[src/rtl/nn_pkg.sv]
// Shared types and helpers for the fully connected layer address generator.
package nn_pkg;

    typedef enum logic [1:0] {
        IDLE = 2'd0,
        RUN  = 2'd1,
        DONE = 2'd2
    } ag_state_t;

    // Width needed to hold values 0..v-1, never less than one bit.
    function automatic int clog2_min1(input int v);
        int r;
        r = $clog2(v);
        return (r < 1) ? 1 : r;
    endfunction

endpackage

[src/rtl/address_generator_if.sv]
// Control-unit to address-generator bus. The control unit is the master;
// the address generator is the slave. Optional macro: AG_BIAS_EN adds is_bias.
interface address_generator_if #(
    parameter int IN_ADDR_W = 2,
    parameter int W_ADDR_W  = 5,
    parameter int NIDX_W    = 2
);
    logic                 AG_rst;
    logic                 AG_read;
    logic [IN_ADDR_W-1:0] in_addr;
    logic [W_ADDR_W-1:0]  w_addr;
    logic [NIDX_W-1:0]    neuron_idx;
    logic                 addr_valid;
    logic                 last_input;
    logic                 neuron_done;
    logic                 done;
`ifdef AG_BIAS_EN
    logic                 is_bias;
`endif

    modport master (
        output AG_rst, AG_read,
        input  in_addr, w_addr, neuron_idx, addr_valid, last_input, neuron_done, done
`ifdef AG_BIAS_EN
        , input is_bias
`endif
    );

    modport slave (
        input  AG_rst, AG_read,
        output in_addr, w_addr, neuron_idx, addr_valid, last_input, neuron_done, done
`ifdef AG_BIAS_EN
        , output is_bias
`endif
    );

endinterface

[src/rtl/address_generator_wrap_counter.sv]
// Up-counter running 0..MAX that returns to zero on the enable after MAX.
// wrap flags that the counter currently sits on its terminal value.
module wrap_counter #(
    parameter int MAX = 3,
    parameter int W   = 2
) (
    input  logic         clk,
    input  logic         reset,
    input  logic         clr,
    input  logic         en,
    output logic [W-1:0] count,
    output logic         wrap
);

    logic [W-1:0] count_q;
    logic [W-1:0] count_d;

    // Next count: synchronous clear has priority over stepping.
    always_comb begin
        count_d = count_q;
        if (clr) begin
            count_d = '0;
        end else if (en) begin
            count_d = wrap ? '0 : count_q + 1'b1;
        end
    end

    // Count register with asynchronous reset.
    always_ff @(posedge clk or posedge reset) begin
        if (reset) count_q <= '0;
        else       count_q <= count_d;
    end

    assign count = count_q;
    assign wrap  = (count_q == W'(MAX));

endmodule

[src/rtl/address_generator.sv]
// Input/weight address generator for the fully connected layer.
// Optional macro: AG_BIAS_EN appends a bias step to every neuron.
//
// state | meaning
// IDLE  | after reset, addresses not valid, AG_read ignored
// RUN   | stepping addresses on each AG_read
// DONE  | whole layer consumed, outputs frozen until AG_rst
module address_generator
    import nn_pkg::*;
#(
    parameter int N_INPUTS  = 4,
    parameter int N_NEURONS = 4,
    parameter int IN_ADDR_W = clog2_min1(N_INPUTS),
    parameter int W_ADDR_W  = $clog2(N_NEURONS * (N_INPUTS + 1))
) (
    input  logic                clk,
    input  logic                reset,
    address_generator_if.slave  ag
);

`ifdef AG_BIAS_EN
    localparam int STEPS = N_INPUTS + 1;
`else
    localparam int STEPS = N_INPUTS;
`endif
    localparam int STEP_W = clog2_min1(STEPS);
    localparam int NIDX_W = clog2_min1(N_NEURONS);

    ag_state_t           state_q, state_d;
    logic [W_ADDR_W-1:0] w_addr_q, w_addr_d;
    logic                neuron_done_q, neuron_done_d;

    logic [STEP_W-1:0]   step_cnt;
    logic [NIDX_W-1:0]   neuron_cnt;
    logic                step_wrap;
    logic                neuron_wrap;
    logic                advance;
    logic                final_step;
    logic                step_en;
    logic                neuron_en;

    // Consume decode: restart beats a read, and the layer's final step
    // freezes every counter so addresses hold their last values in DONE.
    always_comb begin
        advance    = (state_q == RUN) && ag.AG_read && !ag.AG_rst;
        final_step = advance && step_wrap && neuron_wrap;
        step_en    = advance && !final_step;
        neuron_en  = advance && step_wrap && !final_step;
    end

    wrap_counter #(.MAX(STEPS - 1), .W(STEP_W)) u_step_cnt (
        .clk   (clk),
        .reset (reset),
        .clr   (ag.AG_rst),
        .en    (step_en),
        .count (step_cnt),
        .wrap  (step_wrap)
    );

    wrap_counter #(.MAX(N_NEURONS - 1), .W(NIDX_W)) u_neuron_cnt (
        .clk   (clk),
        .reset (reset),
        .clr   (ag.AG_rst),
        .en    (neuron_en),
        .count (neuron_cnt),
        .wrap  (neuron_wrap)
    );

    // Next state, running weight address and the per-neuron completion pulse.
    always_comb begin
        state_d       = state_q;
        w_addr_d      = w_addr_q;
        neuron_done_d = advance && step_wrap;
        if (ag.AG_rst) begin
            state_d  = RUN;
            w_addr_d = '0;
        end else if (final_step) begin
            state_d = DONE;
        end else if (advance) begin
            w_addr_d = w_addr_q + 1'b1;
        end
    end

    // Registered state with asynchronous reset.
    always_ff @(posedge clk or posedge reset) begin
        if (reset) begin
            state_q       <= IDLE;
            w_addr_q      <= '0;
            neuron_done_q <= 1'b0;
        end else begin
            state_q       <= state_d;
            w_addr_q      <= w_addr_d;
            neuron_done_q <= neuron_done_d;
        end
    end

    // Outputs decoded from registers only.
    always_comb begin
`ifdef AG_BIAS_EN
        ag.in_addr = step_wrap ? IN_ADDR_W'(N_INPUTS - 1) : IN_ADDR_W'(step_cnt);
        ag.is_bias = (state_q == RUN) && step_wrap;
`else
        ag.in_addr = IN_ADDR_W'(step_cnt);
`endif
        ag.w_addr      = w_addr_q;
        ag.neuron_idx  = neuron_cnt;
        ag.addr_valid  = (state_q == RUN);
        ag.last_input  = (state_q == RUN) && step_wrap;
        ag.neuron_done = neuron_done_q;
        ag.done        = (state_q == DONE);
    end

endmodule
[src/flat_wrapper.sv]
// flat-port wrapper written by rule: the top's interface ports become plain ports
module address_generator_flat import nn_pkg::*;
#(
    parameter int N_INPUTS  = 4,
    parameter int N_NEURONS = 4,
    parameter int IN_ADDR_W = clog2_min1(N_INPUTS),
    parameter int W_ADDR_W  = $clog2(N_NEURONS * (N_INPUTS + 1))
)
  (clk, reset, ag_AG_rst, ag_AG_read, ag_in_addr, ag_w_addr, ag_neuron_idx, ag_addr_valid, ag_last_input, ag_neuron_done, ag_done);
  address_generator_if #(.IN_ADDR_W(IN_ADDR_W), .W_ADDR_W(W_ADDR_W)) ag_i ();
  input  logic clk;
  input  logic reset;
  input wire logic [$bits(ag_i.AG_rst)-1:0] ag_AG_rst;
  input wire logic [$bits(ag_i.AG_read)-1:0] ag_AG_read;
  output wire logic [$bits(ag_i.in_addr)-1:0] ag_in_addr;
  output wire logic [$bits(ag_i.w_addr)-1:0] ag_w_addr;
  output wire logic [$bits(ag_i.neuron_idx)-1:0] ag_neuron_idx;
  output wire logic [$bits(ag_i.addr_valid)-1:0] ag_addr_valid;
  output wire logic [$bits(ag_i.last_input)-1:0] ag_last_input;
  output wire logic [$bits(ag_i.neuron_done)-1:0] ag_neuron_done;
  output wire logic [$bits(ag_i.done)-1:0] ag_done;
  assign ag_i.AG_rst = ag_AG_rst;
  assign ag_i.AG_read = ag_AG_read;
  assign ag_in_addr = ag_i.in_addr;
  assign ag_w_addr = ag_i.w_addr;
  assign ag_neuron_idx = ag_i.neuron_idx;
  assign ag_addr_valid = ag_i.addr_valid;
  assign ag_last_input = ag_i.last_input;
  assign ag_neuron_done = ag_i.neuron_done;
  assign ag_done = ag_i.done;
  address_generator #(.N_INPUTS(N_INPUTS), .N_NEURONS(N_NEURONS), .IN_ADDR_W(IN_ADDR_W), .W_ADDR_W(W_ADDR_W)) u_core (.clk(clk), .reset(reset), .ag(ag_i));
endmodule
[config.mk]
export PLATFORM = sky130hd
export DESIGN_NAME = address_generator_flat
export DESIGN_NICKNAME = d
export VERILOG_FILES = /design/src/rtl/nn_pkg.sv /design/src/rtl/address_generator_if.sv /design/src/rtl/address_generator_wrap_counter.sv /design/src/rtl/address_generator.sv /design/src/flat_wrapper.sv
export SDC_FILE = /design/constraint.sdc
export NUM_CORES = 1
export LEC_CHECK = 0
export BUFFER_PORTS_ARGS = -buffer_cell sky130_fd_sc_hd__buf_2
export CAP_MARGIN = 20
export CELL_PAD_IN_SITES_DETAIL_PLACEMENT = 1
export CELL_PAD_IN_SITES_GLOBAL_PLACEMENT = 2
export CORE_MARGIN = 5
export CORE_UTILIZATION = 27
export DETAILED_ROUTE_END_ITERATION = 16
export GPL_ROUTABILITY_DRIVEN = 0
export PLACE_DENSITY_LB_ADDON = 0.05
export SETUP_SLACK_MARGIN = 0.5
export SLEW_MARGIN = 20
export SYNTH_ARGS = -nofsm -noshare
export SYNTH_HDL_FRONTEND = slang
export SYNTH_HIERARCHICAL = 1
export SYNTH_SLANG_ARGS = --single-unit
[constraint.sdc]
create_clock -name clk -period 2.1 [get_ports clk]
set_clock_uncertainty 0.2 [all_clocks]
set_input_delay 0.315 -clock clk [delete_from_list [all_inputs] [get_ports clk]]
set_output_delay 0.315 -clock clk [all_outputs]
set_load 0.05 [all_outputs]
# Word level (Yosys, flattened, before mapping)
# Cells that the tools add are included.
# classes
n_addsub,3
mul,0
div,0
n_lt_le_gt_ge,0
n_eq_ne,5
n_shift,0
n_mux,11
bitwise,0
n_reduce_logical,14
# ops
cell,count
2-bit 2-to-1 mux,8
5-bit 2-to-1 mux,3
2-bit nonzero test,4
1-bit logical AND,7
2-bit equality test (second input constant),3
5-bit by 1-bit adder with 5-bit output (second input constant),1
2-bit by 1-bit adder with 2-bit output (second input constant),2
2-bit by 1-bit equality test with 1-bit output (second input constant),1
1-bit zero test,2
2-bit inequality test (second input constant),1
2-bit AND reduction,1
# word_totals
ff_bits,12
latch_bits,0
ram_bits,0
rom_bits,0
inputBits,4
output_inout_bits,13
mem_count,0

# Depth between registers and ports, before layout
# Gate-level depths: netlist of the first run.
# logic_depth
ltp_word,9
mapped_depth,6
mapped_depth_nobuf,5

# By module
# The synthesis of the first run kept the hierarchy.
# modules_own_cells
mod,instances,cells_per_inst,area_per_inst_um2,seq_area_each_um2
address_generator,1,45,450.4,200.2
wrap_counter,2,9,103.8,50.0

# Worst setup path before layout of the first run
# OpenSTA, ideal clock, no wires.
# synth_timing
kind,flip-flop to output port
start,reg u_core.state_q[0]
end,out ag_last_input
arrival_time_ns,1.701
required_ns,1.585
setup_slack_ns,-0.116
stages_incl_launch_ff,3
cell_sequence,dfrtp_1 > nor2b_1 > and2_1
# synth_between
elab_chain_len,2
# synth_lines
item,line_no,source
start: declaration,address_generator.sv:29,"ag_state_t state_q, state_d;"
start signal: assignment,address_generator.sv:91,state_q <= state_d;
2-bit by 1-bit equality test with 1-bit output,n/a,
named net ag_addr_valid,flat_wrapper.sv:18,output wire logic [$bits(ag_i.addr_valid)-1:0] ag_addr_valid;
1-bit logical AND,address_generator.sv:108,ag.last_input = (state_q == RUN) && step_wrap;
end: declaration,flat_wrapper.sv:19,output wire logic [$bits(ag_i.last_input)-1:0] ag_last_input;
# The timed path passes the listed nets, and every way through them passes these cells.

# Worst setup path after layout of the first run
# layout_timing
start,reg u_core.state_q[1]
end,"reg u_core.u_step_cnt.count_q[0], in the netlist u_core/u_step_cnt/count[0]"
# layout_between
elab_chain_len,8
# layout_lines
item,line_no,source
2-bit by 1-bit equality test with 1-bit output (*),address_generator.sv:45,advance = (state_q == RUN) && ag.AG_read && !ag.AG_rst;
1-bit logical AND (*) (2 in series),address_generator.sv:45,
1-bit logical AND (2 in series),address_generator.sv:46,final_step = advance && step_wrap && neuron_wrap;
1-bit zero test,address_generator.sv:47,step_en = advance && !final_step;
1-bit logical AND (*),address_generator.sv:47,
named net u_core.step_en,address_generator.sv:39,logic step_en;
2-bit nonzero test (no line) (*),n/a,
end signal: assignment,address_generator_wrap_counter.sv:31,else count_q <= count_d;
end: declaration,address_generator_wrap_counter.sv:15,logic [W-1:0] count_q;
# Mark *: on every way through the listed nets, which the timed path passes. The rest lies on a longest branch.
# A chain may end at the register's enable or synchronous reset.

==> out/qor.csv, run 1 <==
metric,value,unit
outcome,finished clean,
initial core utilization,0.2892,
FMAX,0.5731,GHz
Top delay family on crit path,simple AND/OR/NAND/NOR gates,
input/output buffers,16,
CTS buffer count,3,
register area,310.3,um^2
R2R cell count,5,
Power per Cell Area,485.7,nW/um^2
Syn. warnings,6,
slowest cell on the critical path,dfrtp_2,
GRT Overall Usage,0.1088,
CTS root buffer,clkbuf_4,
die area,3525,um^2
Routed WL,1.719,mm
Mapped Area,658.1,um^2
minimum clock period,1.745,ns
r2r setup slk,0.36,ns
worst relative slew slack,0.7605,
final setup vio count,0,
1st-iter DRT viols,4,
maximum clock path buffer count,2,
worst r2r dst,u_core/u_step_cnt/count[0]$_DFFE_PP0P_,
Final #Nets,99,
CTS tree,yes,
first-pass GRT wire length,2.898,mm
register area share after synthesis,0.4563,
max-slew violations,0,
HP Start,ag_AG_rst,
Placed Area,817.0,um^2
Fin. Hold Viols,0,
Vias/cell,4.773,
"Buf+Inv Stages, Crit Path",1,
final instance area,974.7,um^2
Max VDD drop,383.8,uV
async set-reset flop share out of synthesis,1.000,
gr ovfl total,0,
leakage power total,0.4484,nW
Worst setup SP type,flop,
critical path cell sequence,nand3b_4 -> buf_6 -> nor3_4 -> or3b_1 -> a21oi_2,
top-area cell type share of the netlist area,0.4563,
Post-synth EDFFs,0,
worst r2r src,u_core/state_q[1]$_DFFE_PP0P_,
CP arrival,1.75,ns
Die H,59.37,um
Chip Width,59.37,um
vias,568,
Hold EP,u_core/ag.w_addr[0]$_DFFE_PP0P_,
worst stage delay on the critical path,0.45,ns
diodes inserted,0,
Max Cap Viol,0,
clk_lat worst skew,0.28,ns
Most used DFF post-synth,dfrtp_1,
"Distinct cells, synth",25,
"top cells by area, synth","dfrtp_1 46%, ha_1 5.7%, nand2b_1 4.8%",
share of layout cells above drive strength 1,0.5385,
CTS H-tree lvls,1,
WP data required,2.11,ns
largest net degree at the start of global routing,11,
vias in the first global route,629,
routed len/inst,14.45,um
placement row count,17,
Worst Setup Path Type,reg2reg,
RSZ-0062 raised after global routing,true,
DRT Pass-1 Iters,4,
initial antenna violation count,0,
final setup TNS,0,ns
Hold Crit Class,in2reg,
core area,2276,um^2
DRT antenna net count,0,
WP depth,5,
Syn Area/Cell,10.45,um^2
"Reg clk slew, reported paths",0.08,ns
Slew @ Worst Pin,0.3589,ns
Post-Synthesis Cells,63,
Clock Sinks,12,
final worst path period share,0.8309,
multi-input logic area,389.1,um^2
net count after synthesis,70,
# fillers,257,
largest area contributor in the netlist,dfrtp_1,
CP max FO,10,
Detail Placement HPWL,1.170,mm
area grow syn2layout,48.10,%
CP Capture Type,flop,
Synth Register Bits,12,
I/O pin cnt,17,
Remaining DRCs,0,
Min-Delay Path Depth,2,
routing by layer:
metal,global-route usage,vias up,part of all wire
li1,-,281,-
met1,0.1367,275,0.46
met2,0.1841,10,0.50
met3,0.03922,2,0.035
met4,0.009709,0,0.0070
met5,0,-,0
power by group:
group / switching (W) / total (W) / leakage, nW / internal (W)
Clock: 0.0000811 / 0.000155 / 0.0150 / 0.0000736
Sequential: 0.00000568 / 0.000242 / 0.149 / 0.000237
Combinational: 0.0000470 / 0.0000764 / 0.284 / 0.0000294
Yosys cell counts, drive strengths merged, types with 2 or more instances:
cell and count:
o31ai 3, nor2 4, o21ai 2, inv 4, or3b 2, dfrtp 12
nand3 3, mux2i 3, and2 2, and2b 2, ha 3, a21oi 6
nand2b 5, buf 2, or4 3
repair_timing:
action                                  CTS  global route
hold endpoints to repair                 12             0
gates resized for setup                  10            13
hold buffers                              1             0
endpoints found under the setup margin    9            14
pin swaps                                 4             1
gates cloned                              1             0
buffers inserted                          7             0
worst max-delay path by stage:
stage,start,end,slack [ns]
after floorplan,u_core/u_neuron_cnt/count[1]$_DFFE_PP0P_,u_core/u_step_cnt/count[0]$_DFFE_PP0P_,0.23
after global placement,u_core/state_q[1]$_DFFE_PP0P_,u_core/u_neuron_cnt/count[0]$_DFFE_PP0P_,0.31
after detailed placement,u_core/state_q[1]$_DFFE_PP0P_,u_core/u_neuron_cnt/count[0]$_DFFE_PP0P_,0.29
after CTS,u_core/u_step_cnt/count[0]$_DFFE_PP0P_,u_core/u_step_cnt/count[0]$_DFFE_PP0P_,0.36
after global routing,u_core/state_q[1]$_DFFE_PP0P_,u_core/u_neuron_cnt/count[0]$_DFFE_PP0P_,0.31
final,u_core/state_q[1]$_DFFE_PP0P_,u_core/u_step_cnt/count[0]$_DFFE_PP0P_,0.36
logic make-up after synthesis:
kind of cell               count (synthesis)  share of synthesized area
muxes                                      3                    0.04563
and+or+nand+nor                           26                     0.2681
buffers and inverters                      7                    0.05703
adders and majority gates                  3                    0.05704
DFF                                       12                     0.4563
AOI/OAI and AO/OA                         12                     0.1160
flip-flops by register name (all words and copies together), names as in the netlist:
name / cells
u_core/state_q: 2
u_core/u_step_cnt/count: 2
u_core/ag.w_addr: 5
u_core/u_neuron_cnt/count: 2
u_core/ag.neuron_done: 1
cells in the final DEF (no fill, tap or decap):
| master | instances |
|---|---|
| clkbuf_4 | 3 |
| a21oi_2 | 3 |
| buf_8 | 2 |
| nand2b_1 | 5 |
| nor2b_4 | 1 |
| ha_1 | 1 |
| a31oi_1 | 1 |
| and2_4 | 3 |
| nand3b_4 | 1 |
| o21ai_0 | 2 |
| buf_6 | 3 |
| nor3b_2 | 1 |
| dlygate4sd3_1 | 1 |
| nand3_1 | 3 |
| or4_1 | 3 |
| o31ai_1 | 3 |
| nor3_4 | 1 |
| or3_4 | 1 |
| inv_1 | 4 |
| mux2i_1 | 3 |
| buf_2 | 10 |
| or3b_1 | 2 |
| clkbuf_1 | 1 |
| dfrtp_2 | 8 |
| a21oi_1 | 3 |
| ha_4 | 2 |
| dfrtp_1 | 4 |
| nor2_1 | 4 |
| and2b_1 | 2 |
| buf_4 | 10 |
through the flow:
stage | util | total power, W | worst slack, ns | std cells | hold WS, ns
2_1_floorplan | - | 0.0002930 | 0.2250 | 63 | -0.1438
3_3_place_gp | 0.3590 | 0.0003121 | 0.3115 | 106 | -0.003713
3_5_place_dp | 0.3590 | 0.0003123 | 0.2871 | 106 | -0.01110
4_1_cts | 0.4151 | 0.0004826 | 0.3626 | 119 | 0.1054
5_1_grt | 0.4283 | 0.0005073 | 0.3114 | 119 | 0.1168
6_report | 0.4283 | 0.0004734 | 0.3552 | 119 | 0.1236
final cells by class:
| class | count | area share |
|---|---|---|
| multi-input cells | 45 | 0.3992 |
| clock buffers | 4 | 0.02696 |
| well taps | 28 | 0.03594 |
| inverters | 4 | 0.01540 |
| repair buffers | 26 | 0.2041 |
| flip-flops and latches | 12 | 0.3184 |
Power figures use the tool's default switching activity.
==> run 2: changes to the inputs <==
--- a/config.mk
+++ b/config.mk
@@ -10,7 +10,7 @@
 export CELL_PAD_IN_SITES_DETAIL_PLACEMENT = 1
 export CELL_PAD_IN_SITES_GLOBAL_PLACEMENT = 2
 export CORE_MARGIN = 5
-export CORE_UTILIZATION = 27
+export CORE_UTILIZATION = 30
 export DETAILED_ROUTE_END_ITERATION = 16
 export GPL_ROUTABILITY_DRIVEN = 0
 export PLACE_DENSITY_LB_ADDON = 0.05
==> constraint.sdc (replaced) <==
create_clock -name clk -period 1.7 [get_ports clk]
set_clock_uncertainty 0.2 [all_clocks]
set_input_delay 0.255 -clock clk [delete_from_list [all_inputs] [get_ports clk]]
set_output_delay 0.255 -clock clk [all_outputs]
set_load 0.05 [all_outputs]
==> run 2 against run 1 <==
Net effect: sequential power grew 25%; the run now ends with negative setup slack left; combinational power grew 41%; worst hold slack gained 0.030 ns; cell count grew 5.9%; critical path type is now reg2out; via count grew 5.1%; critical path depth shrank 1.
==> out/qor.csv, run 2 (same netlist as run 1, synthesis figures left out) <==
metric,value,unit,change
outcome,"finished, violations left",,
die area,3230,um^2,-8.4%
Min-Delay Path Depth,3,,+1
Fin. Hold Viols,0,,unchanged
Final #Nets,106,,+7.1%
input/output buffers,16,,unchanged
Power per Cell Area,551.5,nW/um^2,+14%
Largest register FFs,5,,unchanged
Die H,56.84,um,-4.3%
CTS root buffer,clkbuf_4,,
Worst Setup Path Type,reg2out,,
final worst path period share,1.011,,
clk_lat worst skew,0.27,ns,about the same
r2r setup slk,0,ns,-0.36 ns
share of layout cells above drive strength 1,0.6122,,+0.07378
I/O pin cnt,17,,unchanged
Detail Placement HPWL,1.218,mm,+4.1%
Clock Sinks,12,,unchanged
area grow syn2layout,78.33,%,
"Reg clk slew, reported paths",0.09,ns,about the same
HP Start,ag_AG_read,,
Vias/cell,4.738,,-0.73%
CP Capture Type,output pin,,
largest net degree at the start of global routing,11,,unchanged
initial core utilization,0.3063,,+0.01718
Max VDD drop,358.7,uV,-6.5%
worst r2r dst,u_core/u_neuron_cnt/count[0]$_DFFE_PP0P_,,
CP arrival,1.26,ns,-0.49 ns
most frequent cells in the layout,"10 x buf_8, 10 x buf_6, 9 x buf_4, 7 x dfrtp_2",,
Max Cap Viol,0,,unchanged
pre-CTS setup slack,-0.04700,ns,-0.3341 ns
Hold EP,u_core/state_q[1]$_DFFE_PP0P_,,
1st-iter DRT viols,7,,+3
initial antenna violation count,0,,unchanged
final setup TNS,-0.01925,ns,-0.01925 ns
Worst setup SP type,flop,,
Routed WL,1.728,mm,+0.52%
vias in the first global route,655,,+4.1%
final worst slack,-0.01925,ns,-0.3744 ns
max-slew violations,0,,unchanged
leakage power total,0.5172,nW,+15%
diodes inserted,0,,unchanged
vias,597,,+5.1%
CP max FO,4,,-6
core area,2148,um^2,-5.6%
gr ovfl total,0,,unchanged
Slew @ Worst Pin,0.3766,ns,+0.01771 ns
worst stage delay on the critical path,0.41,ns,-0.04 ns
first-pass GRT wire length,2.946,mm,+1.7%
CTS H-tree lvls,1,,unchanged
Final Util,0.5463,,+0.1180
RSZ-0062 raised after global routing,true,,
failing checks,negative setup slack,,
Chip Width,56.84,um,-4.3%
final setup vio count,1,,+1
FMAX,0.5816,GHz,
# fillers,236,,-8.2%
R2R cell count,5,,unchanged
DRT Pass-1 Iters,2,,-2
multi-input logic area,422.9,um^2,+8.7%
DRT antenna net count,0,,unchanged
minimum clock period,1.719,ns,
WP data required,1.24,ns,-0.87 ns
CTS buffer count,3,,unchanged
routed len/inst,13.71,um,-5.1%
placement row count,17,,unchanged
maximum clock path buffer count,2,,unchanged
register area,309.0,um^2,-0.40%
Remaining DRCs,0,,unchanged
slowest cell on the critical path,dfrtp_1,,
worst r2r src,u_core/u_step_cnt/count[0]$_DFFE_PP0P_,,
GRT Overall Usage,0.1169,,+0.008104
CTS tree,yes,,
Hold Crit Class,in2reg,,
critical path cell sequence,buf_6 -> nor2b_4 -> and2_4 -> buf_8,,
worst relative slew slack,0.7487,,-0.01182
## run 2: worst max path at each step
| stage | endpoint | slack [ns] | cells after the start | start |
|---|---|---|---|---|
| after floorplan | u_core/u_step_cnt/count[0]$_DFFE_PP0P_ | -0.17 | 6 | u_core/u_neuron_cnt/count[1]$_DFFE_PP0P_ |
| after global placement | u_core/u_neuron_cnt/count[0]$_DFFE_PP0P_ | -0.06 | 5 | u_core/u_step_cnt/count[0]$_DFFE_PP0P_ |
| after detailed placement | u_core/u_neuron_cnt/count[0]$_DFFE_PP0P_ | -0.05 | 5 | u_core/state_q[1]$_DFFE_PP0P_ |
| after CTS | ag_last_input | 0.0004 | 4 | u_core/state_q[0]$_DFFE_PP0P_ |
| after global routing | ag_last_input | -0.08 | 4 | u_core/state_q[0]$_DFFE_PP0P_ |
| final | ag_last_input | -0.02 | 4 | u_core/state_q[0]$_DFFE_PP0P_ |
## run 2: through the flow
step / area, um^2 / hold slack (ns) / std cells / total power, W
finish: 1174 / 0.1531 / 126 / 0.0006472
global route: 1174 / 0.1461 / 126 / 0.0006877
CTS: 1104 / 0.1037 / 126 / 0.0006518
detailed placement: 889.6 / -0.06840 / 115 / 0.0003929
global placement: 889.6 / -0.06929 / 115 / 0.0003918
floorplan: 718.2 / -0.2038 / 63 / 0.0003622
## run 2: worst max-delay path: cells and delay by family, from the launching register on
family,cells,cell delay [ns]
DFF,1,0.41
buffers and inverters,2,0.26
and+or+nand+nor,2,0.31
## run 2: power by group
part	internal [W]	switching, W	leakage, nW	total (W)
Combinational	0.0000468	0.0000614	0.347	0.000108
Clock	0.000130	0.000107	0.0210	0.000237
Sequential	0.000292	0.00000921	0.149	0.000302
## run 2: routing by layer
metal,GRT usage,part of all wire,up-vias
met2,0.1947,0.50,10
met4,0.04967,0.0081,0
met5,0,0,-
li1,-,-,293
met1,0.1468,0.46,292
met3,0.02069,0.032,2
## run 2: what timing repair did
action,CTS,global route
setup endpoints to repair,24,25
pin swaps,6,2
gates cloned,1,0
hold endpoints to repair,12,0
resized for setup,37,17
hold buffers,1,0
setup buffers,5,0
## run 2: cell type report
type                    instances  area share
clock buffers                   4     0.03092
inverters                       4     0.01279
multi-input cells              45      0.3603
flip-flops and latches         12      0.2633
well taps                      28     0.02985
repair buffers                 33      0.3028
==> run 3: changes to the inputs <==
--- a/config.mk
+++ b/config.mk
@@ -5,7 +5,7 @@
 export SDC_FILE = /design/constraint.sdc
 export NUM_CORES = 1
 export LEC_CHECK = 0
-export BUFFER_PORTS_ARGS = -buffer_cell sky130_fd_sc_hd__buf_2
+export BUFFER_PORTS_ARGS = -buffer_cell sky130_fd_sc_hd__buf_4
 export CAP_MARGIN = 20
 export CELL_PAD_IN_SITES_DETAIL_PLACEMENT = 1
 export CELL_PAD_IN_SITES_GLOBAL_PLACEMENT = 2
==> constraint.sdc (replaced) <==
create_clock -name clk -period 1.62 [get_ports clk]
set_clock_uncertainty 0.2 [all_clocks]
set_input_delay 0.243 -clock clk [delete_from_list [all_inputs] [get_ports clk]]
set_output_delay 0.243 -clock clk [all_outputs]
set_load 0.05 [all_outputs]
==> run 3 against run 2 <==
Net effect: the run still ends with negative setup slack left; sequential power grew 4%; via count is 11% higher; sequential share of layout area fell by 3.6 points; routed wire length rose by 23%; setup slack got worse by 0.072 ns; combinational power up 37%.
==> out/qor.csv, run 3 (same netlist as run 1, synthesis figures left out) <==
metric,value,unit,change
placement row count,17,,unchanged
leakage power total,0.6029,nW,+17%
GRT Overall Usage,0.1248,,+0.007838
minimum clock period,1.712,ns,
most frequent cells in the layout,"19 x buf_4, 17 x buf_6, 10 x buf_8, 7 x dfrtp_2, 6 x a21oi_2",,
Vias/cell,4.721,,-0.35%
I/O pin cnt,17,,unchanged
final worst path period share,1.056,,
clock share of power,0.345,,-0.022
CTS buffer count,3,,unchanged
pre-CTS setup slack,-0.1557,ns,-0.1087 ns
Final #Nets,120,,+13%
DRT Pass-1 Iters,2,,unchanged
max-slew violations,0,,unchanged
first-pass GRT wire length,3.146,mm,+6.8%
CTS H-tree lvls,1,,unchanged
WP data required,1.18,ns,-0.06 ns
final instance area,1358,um^2,+16%
Hold Crit Class,in2reg,,
Fin. Hold Viols,0,,unchanged
initial core utilization,0.3063,,unchanged
Die H,56.84,um,unchanged
routed len/inst,15.14,um,+10%
CP max FO,4,,unchanged
gr ovfl total,0,,unchanged
Psw,0.0001880,W,+5.7%
Power Internal,0.0005175,W,+10%
core area,2148,um^2,unchanged
initial antenna violation count,0,,unchanged
Slew @ Worst Pin,0.3070,ns,-0.06964 ns
input/output buffers,16,,unchanged
CP arrival,1.27,ns,about the same
CP Capture Type,output pin,,
clk_lat worst skew,0.28,ns,about the same
Remaining DRCs,0,,unchanged
die area,3230,um^2,unchanged
final worst slack,-0.09152,ns,-0.07227 ns
FMAX,0.5843,GHz,
Worst setup SP type,flop,,
maximum clock path buffer count,2,,unchanged
worst relative slew slack,0.7951,,+0.04648
diodes inserted,0,,unchanged
worst r2r src,u_core/u_neuron_cnt/count[0]$_DFFE_PP0P_,,
Chip Width,56.84,um,unchanged
Detail Placement HPWL,1.326,mm,+8.9%
final setup TNS,-0.4415,ns,-0.4223 ns
DRT antenna net count,0,,unchanged
Logic pwr share,0.209,,+0.042
Largest register FFs,5,,unchanged
area grow syn2layout,106.3,%,
Setup crit start,u_core/u_step_cnt/count[0]$_DFFE_PP0P_,,
vias,661,,+11%
final setup vio count,9,,+8
Placed Area,959.7,um^2,+7.9%
vias in the first global route,711,,+8.5%
failing checks,negative setup slack,,
part of the power in registers,0.446,,-0.020
outcome,"finished, violations left",,
Max VDD drop,479.7,uV,+34%
Max Cap Viol,0,,unchanged
Power per Cell Area,519.7,nW/um^2,-5.8%
share of layout cells above drive strength 1,0.7411,,+0.1288
Sw Share,0.2665,,-0.008275
Clock Sinks,12,,unchanged
"Reg clk slew, reported paths",0.08,ns,about the same
Hold Worst Slack,0.001392,ns,-0.1518 ns
1st-iter DRT viols,4,,-3
CTS root buffer,clkbuf_4,,
Routed WL,2.119,mm,+23%
HP Start,ag_AG_rst,,
Final Util,0.6319,,+0.08561
RSZ-0062 raised after global routing,true,,
Worst Setup Path Type,reg2out,,
CTS tree,yes,,
"most common cell after layout, fill and taps aside",buf_4,,
largest net degree at the start of global routing,9,,-2
[run 3: routing by layer]
metal	vias up	GRT usage	part of all wire	wire length, um
met5	-	0	0	0
met4	0	0.009934	0	0
met3	0	0.04598	0.041	87
met2	12	0.2244	0.58	1219
met1	328	0.1464	0.38	812
li1	321	-	-	-
[run 3: final cells by class]
type / instances / area (um^2)
fill: 216 / 790.8
timing repair buffer: 48 / 504.2
tap: 28 / 35.03
inverter: 4 / 15.01
sequential: 12 / 309.0
clock buffer: 4 / 36.28
multi-input combinational: 44 / 457.9
[run 3: critical path, cell delays in order (launching register included)]
cell	delay [ns]
dfrtp_2	0.43
ha_4	0.18
buf_6	0.11
and2_4	0.13
buf_8	0.14
[run 3: what timing repair did]
item                                    4_1_cts  5_1_grt
hold buffers                                  1        1
endpoints found under the setup margin       25       24
pin swaps                                     9       12
buffers inserted                              6        9
endpoints found under the hold margin        15        2
resized for setup                            33       24
[run 3: stage by stage]
| step | total power (W) | std cells |
|---|---|---|
| after floorplan | 0.0003800 | 63 |
| after global placement | 0.0004179 | 119 |
| after detailed placement | 0.0004197 | 119 |
| after CTS | 0.0006958 | 130 |
| after global routing | 0.0007429 | 140 |
| final | 0.0007055 | 140 |
[run 3: power groups by stage]
stage               registers (W)  clock network [W]  logic (W)
floorplan                0.000343                  0  0.0000369
global placement         0.000320                  0  0.0000979
detailed placement       0.000320                  0  0.0000993
CTS                      0.000316           0.000256   0.000124
global route             0.000316           0.000270   0.000157
finish                   0.000314           0.000243   0.000148
[run 3: worst paths after layout]
kind / to / slack (ns) / cells past startpoint
max: ag_last_input / -0.09 / 4
min: u_core/ag.neuron_done$_DFF_PP0_ / 0.001 / 2
max reg2reg: u_core/u_step_cnt/count[0]$_DFFE_PP0P_ / -0.09 / 5
min reg2reg: u_core/ag.w_addr[4]$_DFFE_PP0P_ / 0.40 / 2
max in group asynchronous: u_core/ag.w_addr[1]$_DFFE_PP0P_ / 0.69 / 3
min in group asynchronous: u_core/u_step_cnt/count[0]$_DFFE_PP0P_ / 0.19 / 3
